$ cat config.mk
export PLATFORM = sky130hd
export DESIGN_NAME = tdm_demux4_flat
export DESIGN_NICKNAME = d
export VERILOG_FILES = /design/src/rtl/tdm_demux4_if.sv /design/src/rtl/tdm_demux4.sv /design/src/flat_wrapper.sv
export SDC_FILE = /design/constraint.sdc
export NUM_CORES = 1
export LEC_CHECK = 0
export BUFFER_PORTS_ARGS = -buffer_cell sky130_fd_sc_hd__buf_4
export CORE_MARGIN = 5
export CORE_UTILIZATION = 40
export DETAILED_ROUTE_END_ITERATION = 7
export GPL_ROUTABILITY_DRIVEN = 0
export PLACE_DENSITY_LB_ADDON = 0.2
export SYNTH_ARGS = -nofsm -noshare
export SYNTH_HDL_FRONTEND = slang
export SYNTH_SLANG_ARGS = --single-unit
export TNS_END_PERCENT = 1
$ cat constraint.sdc
create_clock -name clk -period 1.6 [get_ports clk]
set_input_delay 0.32 -clock clk [delete_from_list [all_inputs] [get_ports clk]]
set_output_delay 0.32 -clock clk [all_outputs]
set_load 0.005 [all_outputs]
$ cat src/rtl/tdm_demux4_if.sv
// Bus bundle for tdm_demux4: word input side, frame output side and error status.
interface tdm_demux4_if #(
  parameter int unsigned W = 4
);
  logic [W-1:0] d;
  logic         d_valid;
  logic         sync;
  logic         in_ready;
  logic [W-1:0] y0;
  logic [W-1:0] y1;
  logic [W-1:0] y2;
  logic [W-1:0] y3;
  logic         frame_valid;
  logic         frame_ready;
  logic         frame_err;
  logic [7:0]   err_count;

  // Producer of words and consumer of frames.
  modport master (
    output d, d_valid, sync, frame_ready,
    input  in_ready, y0, y1, y2, y3, frame_valid, frame_err, err_count
  );

  // The demultiplexer itself.
  modport slave (
    input  d, d_valid, sync, frame_ready,
    output in_ready, y0, y1, y2, y3, frame_valid, frame_err, err_count
  );
endinterface

$ cat src/rtl/tdm_demux4.sv
// Four-slot TDM demultiplexer: collects words into y0..y3, presents a complete
// frame with a valid/ready handshake and counts syncs that arrive mid-frame.
module tdm_demux4 #(
  parameter int unsigned W = 4
) (
  input  logic        clk,
  input  logic        reset,
  tdm_demux4_if.slave bus
);
  localparam int unsigned SLOTS   = 4;
  localparam logic [7:0]  ERR_MAX = 8'hFF;

  typedef enum logic {
    FILL = 1'b0,
    FULL = 1'b1
  } state_t;

  state_t       state_q;
  logic [1:0]   slot_q;
  logic [W-1:0] y_q [SLOTS];
  logic         frame_err_q;
  logic [7:0]   err_count_q;

  logic         in_ready_c;
  logic         in_xfer_c;
  logic         frame_xfer_c;
  logic         mid_sync_c;
  logic [1:0]   wr_slot_c;
  logic [1:0]   slot_d;

  // Handshake qualification and slot selection for the word arriving this cycle.
  always_comb begin
    in_ready_c   = (state_q == FILL) || bus.frame_ready;
    in_xfer_c    = bus.d_valid && in_ready_c;
    frame_xfer_c = (state_q == FULL) && bus.frame_ready;
    // A sync, or a word overlapping the frame release, always restarts at slot 0.
    wr_slot_c    = (bus.sync || (state_q == FULL)) ? 2'd0 : slot_q;
    slot_d       = wr_slot_c + 2'd1;
    mid_sync_c   = in_xfer_c && bus.sync && (state_q == FILL) && (slot_q != 2'd0);
  end

  // Fill/full FSM with slot registers, error pulse and saturating error counter.
  always_ff @(posedge clk) begin
    if (reset) begin
      state_q     <= FILL;
      slot_q      <= 2'd0;
      frame_err_q <= 1'b0;
      err_count_q <= 8'd0;
      for (int i = 0; i < int'(SLOTS); i++) begin
        y_q[i] <= '0;
      end
    end else begin
      frame_err_q <= mid_sync_c;
      if (mid_sync_c && (err_count_q != ERR_MAX)) begin
        err_count_q <= err_count_q + 8'd1;
      end
      if (in_xfer_c) begin
        y_q[wr_slot_c] <= bus.d;
        slot_q         <= slot_d;
        state_q        <= (wr_slot_c == 2'd3) ? FULL : FILL;
      end else if (frame_xfer_c) begin
        state_q <= FILL;
      end
    end
  end

  assign bus.in_ready    = in_ready_c;
  assign bus.frame_valid = (state_q == FULL);
  assign bus.frame_err   = frame_err_q;
  assign bus.err_count   = err_count_q;
  assign bus.y0          = y_q[0];
  assign bus.y1          = y_q[1];
  assign bus.y2          = y_q[2];
  assign bus.y3          = y_q[3];
endmodule

$ cat src/flat_wrapper.sv
// flat-port wrapper written by rule: the top's interface ports become plain ports
module tdm_demux4_flat 
#(
  parameter int unsigned W = 4
)
  (clk, reset, bus_d, bus_d_valid, bus_sync, bus_frame_ready, bus_in_ready, bus_y0, bus_y1, bus_y2, bus_y3, bus_frame_valid, bus_frame_err, bus_err_count);
  tdm_demux4_if #(.W(W)) bus_i ();
  input  logic clk;
  input  logic reset;
  input wire logic [$bits(bus_i.d)-1:0] bus_d;
  input wire logic [$bits(bus_i.d_valid)-1:0] bus_d_valid;
  input wire logic [$bits(bus_i.sync)-1:0] bus_sync;
  input wire logic [$bits(bus_i.frame_ready)-1:0] bus_frame_ready;
  output wire logic [$bits(bus_i.in_ready)-1:0] bus_in_ready;
  output wire logic [$bits(bus_i.y0)-1:0] bus_y0;
  output wire logic [$bits(bus_i.y1)-1:0] bus_y1;
  output wire logic [$bits(bus_i.y2)-1:0] bus_y2;
  output wire logic [$bits(bus_i.y3)-1:0] bus_y3;
  output wire logic [$bits(bus_i.frame_valid)-1:0] bus_frame_valid;
  output wire logic [$bits(bus_i.frame_err)-1:0] bus_frame_err;
  output wire logic [$bits(bus_i.err_count)-1:0] bus_err_count;
  assign bus_i.d = bus_d;
  assign bus_i.d_valid = bus_d_valid;
  assign bus_i.sync = bus_sync;
  assign bus_i.frame_ready = bus_frame_ready;
  assign bus_in_ready = bus_i.in_ready;
  assign bus_y0 = bus_i.y0;
  assign bus_y1 = bus_i.y1;
  assign bus_y2 = bus_i.y2;
  assign bus_y3 = bus_i.y3;
  assign bus_frame_valid = bus_i.frame_valid;
  assign bus_frame_err = bus_i.frame_err;
  assign bus_err_count = bus_i.err_count;
  tdm_demux4 #(.W(W)) u_core (.clk(clk), .reset(reset), .bus(bus_i));
endmodule
==> qor.log, run 1 <==
INFO  synthesis      synth.most_common_cell=and2_1
INFO  clocking       cts_inserted_buffers=3
INFO  timing         final.setup.worst_slack=0.108ns
INFO  clocking       clock_tree.htree_level_count=1
INFO  cells_and_area finish.net_count=167
INFO  worst_setup_path critical_path_required=1.83ns
INFO  timing         fin_worst_skew=0.00509ns
INFO  worst_setup_path worst_path_largest_cell_delay=0.37ns
INFO  timing         slew_headroom=0.618
INFO  place          dp_hpwl=1990um
INFO  synthesis      synth_top_area_share=0.386
INFO  global_routing pin_count_of_the_biggest_net_entering_global_routing=15
INFO  route          postRouteAntennaNets=0
INFO  worst_setup_path reg2reg_depth=6
INFO  synthesis      synthTopCellsByCount=and2_1, edfxtp_1, dfxtp_1
INFO  synthesis      synth_register_bits=28
INFO  route          post-route-drc-count=0
INFO  pwr            power.leakage=0.735nW
INFO  synthesis      number_of_flops_mapped_to_enable_cells_by_yosys=16
INFO  synthesis      synthesis.area_per_instance=11.5um2
INFO  synthesis      post_synth_inst_count=108
INFO  timing         layout_worst_path_cycle_share=0.933
INFO  synthesis      seq_area_frac_synth=0.579
INFO  worst_setup_path timing.setup.critical_path_class=reg2reg
INFO  clocking       cts_buffer_depth=2
INFO  timing         count_of_final_hold_check_violations=0
INFO  synthesis      syn-cell-area=1240um2
INFO  global_routing grt.total_usage=0.125
INFO  clocking       cts.root.buffer_cell=clkbuf_4
INFO  route          vias=956
INFO  timing         fmax=0.670GHz
INFO  synthesis      asyncSetResetFlopFracSynth=0
INFO  die            die-area=4320um2
INFO  die            io-pin-count=36
INFO  worst_setup_path slowest_cp_cell=dfxtp_2
INFO  worst_setup_path cp_top_family=flip-flops
INFO  clocking       clock_sink_count=28
INFO  die            core_area=3030um2
INFO  place          portBuffers=35
INFO  synthesis      synthFlopType=edfxtp_1
INFO  pwr            worst_ir_drop_vdd=0.000322V
INFO  place          dp_worst_setup_slack=0.0454ns
INFO  worst_setup_path cp_cell_sequence=ha_1 > and3_1 > a211oi_1 > buf_4 > mux2i_1 > nor2_1
INFO  worst_setup_path endpoint_kind=flop
INFO  global_routing grt.overflow.total=0
INFO  route          wirelength=2530um
INFO  status         status=finished clean
INFO  die            effective_utilization_at_floorplan=0.411
INFO  clocking       clkSlewWorstSetupHoldPaths=0.14ns
INFO  global_routing grt_pass1_wl=4160um
INFO  synthesis      synth.lib_cells_used.distinct=33
INFO  pwr            power_density=727nW/um2
INFO  route          detailedRoute.firstPassIterationCount=4
INFO  global_routing grt_pass1_vias=965
INFO  cells_and_area layout_cells_sized_above_1=0.377
INFO  die            die_w=65.8um
INFO  synthesis      synthesis.nets=119
INFO  clocking       cts_tree=yes
INFO  cells_and_area final_cell_utilization_of_the_core=0.550
INFO  timing         finalCriticalPeriod=1.49ns
INFO  min_path       hold_path_end=u_core.bus.frame_valid
INFO  global_routing grt_antenna_before_repair=0
INFO  cells_and_area synthToLayoutAreaGrowth=33.8%
INFO  worst_setup_path crit_buf_inv=1
INFO  worst_setup_path worst_setup_path_start_kind=flop
INFO  worst_setup_path rrSetupSlack=0.11ns
INFO  timing         report.final.setup_viol=0
INFO  worst_setup_path reg2reg_from=u_core.bus.err_count[0]
INFO  synthesis      synthTopCellsByArea=edfxtp_1, dfxtp_1, and2_1
INFO  worst_setup_path cp.arrival=1.72ns
INFO  die            rows=20
INFO  clocking       post_cts_hold_buffer_count=0
INFO  worst_setup_path regToRegEndpoint=u_core.bus.err_count[1]
INFO  timing         finalMaxSlewViolations=0
INFO  route          drt-initial-drc-count=36
INFO  min_path       hold_path_depth=3
INFO  cells_and_area n_antenna_cell=0
INFO  timing         worstMarginPinSlew=0.571ns
INFO  synthesis      synthDominantAreaCellType=edfxtp_1
INFO  worst_setup_path worstPathMaxFanout=4
INFO  timing         grt_setup_unrepaired=no
INFO  die            die_height=65.8um
INFO  route          routed_len_inst=12.8um
INFO  job            drv_cap=0
INFO  min_path       hold_start=bus_d_valid
INFO  route          viasPerCell=4.83
INFO  clocking       clock_insertion_delay_worst_skew=0.32ns
INFO  synthesis      yosysWarningCount=0
INFO  timing         setup-tns-final=0ns
INFO  min_path       worstHoldPathType=in2reg
worst max path at each step:
stage	from	end	slack, ns	depth (start not counted)
global placement	bus_frame_ready	u_core.y_q[2][0]	0.06	5
floorplan	u_core.bus.err_count[0]	u_core.bus.err_count[1]	0.09	5
finish	u_core.bus.err_count[0]	u_core.bus.err_count[1]	0.11	6
CTS	u_core.bus.err_count[0]	u_core.bus.err_count[6]	0.05	5
detailed placement	bus_frame_ready	u_core.y_q[2][3]	0.05	5
global route	u_core.bus.err_count[1]	u_core.bus.err_count[6]	0.01	5
state kept, by name, summed over array words and instances (netlist names):
name,count
u_core.slot_q,2
u_core.bus.err_count,8
u_core.y_q,16
u_core.bus.frame_err,1
u_core.bus.frame_valid,1
layer usage:
layer / track usage / share of wire / vias to the layer above
li1: - / - / 481
met1: 0.131 / 0.40 / 458
met2: 0.244 / 0.56 / 15
met3: 0.0222 / 0.037 / 2
met4: 0.0466 / 0.0075 / 0
met5: 0 / 0 / -
worst min-delay path, delay by kind of cell:
kind | cells | cell delay (ns)
AO/OA/AOI/OAI | 1 | 0.06
buffers and inverters | 1 | 0.14
AND/OR/NAND/NOR | 1 | 0.05
repair_timing:
| action | in CTS | in global routing |
|---|---|---|
| setup buffers | 0 | 0 |
| gates resized for setup | 0 | 2 |
| endpoints found under the setup margin | 0 | 2 |
cell families after synthesis:
| kind of cell | synth area share |
|---|---|
| DFF | 0.579 |
| buffers and inverters | 0.0191 |
| adders and majority gates | 0.0201 |
| xor gates and xnor gates | 0.0141 |
| AOI/OAI and AO/OA | 0.0895 |
| and+or+nand+nor | 0.270 |
| muxes | 0.00805 |
cells in the final DEF, fill, tap and decap left out, types with 3 or more instances in the layout:
master,netlist,final
buf_4,0,46
and2_1,17,17
edfxtp_1,16,16
dfxtp_1,12,11
nor2_1,9,9
nand2_1,7,7
a21oi_1,5,5
or2_2,4,4
inv_1,3,3
and3_1,3,3
clkbuf_4,0,3
final cells by class:
cell class | count | area (um2)
Multi-Input combinational cell | 74 | 508
Clock buffer | 3 | 22.5
Sequential cell | 28 | 722
Inverter | 3 | 11.3
Tap cell | 44 | 55.1
Fill cell | 281 | 1360
Timing Repair Buffer | 46 | 345
power by group:
| part | leakage, nW | switching [mW] | internal (mW) |
|---|---|---|---|
| logic | 0.456 | 0.0632 | 0.0683 |
| clock network | 0.0138 | 0.192 | 0.0881 |
| registers | 0.265 | 0.00994 | 0.788 |
| total | 0.735 | 0.265 | 0.944 |
metrics by stage:
stage / hold WS (ns) / power, mW / area [um2] / instances
after CTS: 0.277 / 1.22 / 1650 / 198
after floorplan: 0.458 / 0.867 / 1240 / 108
after global routing: 0.273 / 1.27 / 1660 / 198
after global placement: 0.479 / 0.941 / 1630 / 195
final: 0.281 / 1.21 / 1660 / 198
after detailed placement: 0.475 / 0.946 / 1630 / 195
No activity file was read; power rests on OpenSTA's default activity.
==> inputs of run 2 (changes only) <==
--- a/config.mk
+++ b/config.mk
@@ -7,10 +7,11 @@
 export LEC_CHECK = 0
 export BUFFER_PORTS_ARGS = -buffer_cell sky130_fd_sc_hd__buf_4
 export CORE_MARGIN = 5
-export CORE_UTILIZATION = 40
+export CORE_UTILIZATION = 50
 export DETAILED_ROUTE_END_ITERATION = 7
 export GPL_ROUTABILITY_DRIVEN = 0
 export PLACE_DENSITY_LB_ADDON = 0.2
+export RECOVER_POWER = 25
 export SYNTH_ARGS = -nofsm -noshare
 export SYNTH_HDL_FRONTEND = slang
 export SYNTH_SLANG_ARGS = --single-unit
==> run 2 against run 1 <==
Utilization increased by 13 points. Non-clock buffer count decreased by 2. Critical path depth shrank 1. Clock power increased by 65%. Via count up 0.84%. Clock skew grew 0.0037 ns. Combinational power is essentially flat. Final cell count fell by 7.6%. Sequential cell count is the same. Highest routed layer unchanged.
==> qor.log, run 2 (synthesized netlist as in run 1, its figures left out) <==
INFO  status         status=finished clean
INFO  min_path       hold_path_depth=2 [-1]
INFO  global_routing grt.overflow.total=0 [unchanged]
INFO  cells_and_area synthToLayoutAreaGrowth=33.4%
INFO  min_path       hold_path_end=u_core.bus.err_count[6]
INFO  place          place_inst=179 [-8.2%]
INFO  timing         slew_headroom=0.681 [+0.0626]
INFO  die            core_area=2430um2 [-20%]
INFO  die            rows=18 [-10%]
INFO  cells_and_area final_cell_area=1660um2 [-0.30%]
INFO  clocking       cts_buffer_depth=2 [unchanged]
INFO  route          viasPerCell=5.27 [+9.1%]
INFO  min_path       worstHoldPathType=in2reg
INFO  min_path       hold_start=reset
INFO  worst_setup_path timing.setup.critical_path_class=reg2reg
INFO  cells_and_area n_antenna_cell=0 [unchanged]
INFO  cells_and_area leading_cell_types_in_the_layout_fill_and_taps_excluded=buf_4, and2_1, clkbuf_4
INFO  pwr            power.leakage=0.730nW [-0.64%]
INFO  clocking       clock_insertion_delay_worst_skew=0.33ns [about the same]
INFO  timing         finalCriticalPeriod=1.50ns [+0.00382 ns]
INFO  pwr            totalPowerFinal=1.39mW [+15%]
INFO  cells_and_area layout_cells_sized_above_1=0.373 [-0.00407]
INFO  global_routing grt.total_usage=0.153 [+0.0278]
INFO  clocking       clock_tree.htree_level_count=1 [unchanged]
INFO  global_routing grt_pass1_wl=4140um [-0.48%]
INFO  timing         fin_worst_skew=0.00884ns [+0.00375 ns]
INFO  clocking       post_cts_hold_buffer_count=0 [unchanged]
INFO  worst_setup_path cp.arrival=1.74ns [+0.02 ns]
INFO  worst_setup_path rrSetupSlack=0.10ns [about the same]
INFO  clocking       cts_tree=yes
INFO  cells_and_area finish.net_count=165 [-1.2%]
INFO  timing         whs=0.244ns [-0.0373 ns]
INFO  route          drt-initial-drc-count=29 [-19%]
INFO  worst_setup_path worstPathMaxFanout=4 [unchanged]
INFO  timing         worstMarginPinSlew=0.477ns [-0.0935 ns]
INFO  worst_setup_path endpoint_kind=flop
INFO  route          postRouteAntennaNets=0 [unchanged]
INFO  clocking       clkSlewWorstSetupHoldPaths=0.15ns [about the same]
INFO  cells_and_area final_cell_utilization_of_the_core=0.682 [+0.133]
INFO  worst_setup_path critical_path_required=1.84ns [about the same]
INFO  global_routing pin_count_of_the_biggest_net_entering_global_routing=17 [+2]
INFO  cells_and_area layout.cells.most_common=buf_4
INFO  die            die_height=59.9um [-8.9%]
INFO  job            drv_cap=0 [unchanged]
INFO  die            effective_utilization_at_floorplan=0.511 [+0.101]
INFO  cells_and_area largest_register=u_core.y_q
INFO  worst_setup_path worst_setup_path_start_kind=flop
INFO  route          wirelength=2490um [-1.6%]
INFO  global_routing grt_pass1_vias=925 [-4.1%]
INFO  die            die_w=59.9um [-8.9%]
INFO  global_routing grt_antenna_before_repair=0 [unchanged]
INFO  place          dp_hpwl=1980um [-0.52%]
INFO  die            die-area=3590um2 [-17%]
INFO  route          post-route-drc-count=0 [unchanged]
INFO  place          postPlaceCellArea=1600um2 [-2.0%]
INFO  timing         grt_setup_unrepaired=yes
INFO  worst_setup_path regToRegEndpoint=u_core.bus.err_count[1]
INFO  pwr            worst_ir_drop_vdd=0.000523V [+62%]
INFO  cells_and_area largest_reg_flops=16 [unchanged]
INFO  clocking       cts_inserted_buffers=3 [unchanged]
INFO  route          vias=964 [+0.84%]
INFO  worst_setup_path reg2reg_from=u_core.bus.err_count[0]
INFO  timing         layout_worst_path_cycle_share=0.935 [+0.00239]
INFO  worst_setup_path reg2reg_depth=5 [-1]
INFO  clocking       cts.root.buffer_cell=clkbuf_4
INFO  place          portBuffers=35 [unchanged]
INFO  route          detailedRoute.firstPassIterationCount=4 [unchanged]
INFO  timing         fmax=0.668GHz [-0.26%]
INFO  pwr            power_density=836nW/um2 [+15%]
INFO  timing         finalMaxSlewViolations=0 [unchanged]
INFO  die            io-pin-count=36 [unchanged]
INFO  route          routed_len_inst=13.6um [+6.4%]
INFO  clocking       clock_sink_count=28 [unchanged]
INFO  cells_and_area final_cell_count_without_fillers=183 [-7.6%]
INFO  timing         count_of_final_hold_check_violations=0 [unchanged]
INFO  timing         report.final.setup_viol=0 [unchanged]
[run 2: worst max-delay path: stages (launching register included)]
cell      delay, ns
dfxtp_1        0.38
ha_1           0.23
and3_1         0.21
a211oi_2       0.32
mux2i_1        0.24
nor2_1         0.05
[run 2: per-stage QoR]
step / setup TNS [ns] / setup WS [ns]
after floorplan: 0 / 0.0918
final: 0 / 0.104
after global routing: -0.00539 / -0.00539
after detailed placement: 0 / 0.00872
after CTS: 0 / 0.0802
after global placement: 0 / 0.0646
[run 2: how the worst max path moves through the flow]
stage	startpoint	to	slack, ns	depth (start not counted)
2_1_floorplan	u_core.bus.err_count[0]	u_core.bus.err_count[1]	0.09	5
3_3_place_gp	bus_frame_ready	u_core.y_q[2][2]	0.06	5
3_5_place_dp	u_core.bus.err_count[0]	u_core.bus.err_count[1]	0.009	5
4_1_cts	u_core.bus.frame_valid	u_core.y_q[0][1]	0.08	5
5_1_grt	u_core.bus.err_count[1]	u_core.bus.err_count[6]	-0.005	5
6_report	u_core.bus.err_count[0]	u_core.bus.err_count[1]	0.10	5
[run 2: cell type report]
class                      instances  area [um2]
fill                             183         773
sequential                        28         721
multi-input combinational         74         510
timing repair buffer              44         327
tap                               30        37.5
clock inverter                     1        30.0
clock buffer                       3        22.5
inverter                           3        11.3
[run 2: where the power goes]
part,internal [mW],switching (mW)
combinational,0.0655,0.0633
sequential,0.787,0.00930
clock,0.253,0.207
[run 2: per-layer routing]
| metal | track usage | part of all wire |
|---|---|---|
| met5 | 0 | 0 |
| met2 | 0.281 | 0.52 |
| met4 | 0.0570 | 0.020 |
| met1 | 0.174 | 0.39 |
| met3 | 0.0281 | 0.068 |
[run 2: repair_timing]
item,4_1_cts,5_1_grt
setup buffers,0,0
resized for setup,1,1
endpoints found under the setup margin,1,5
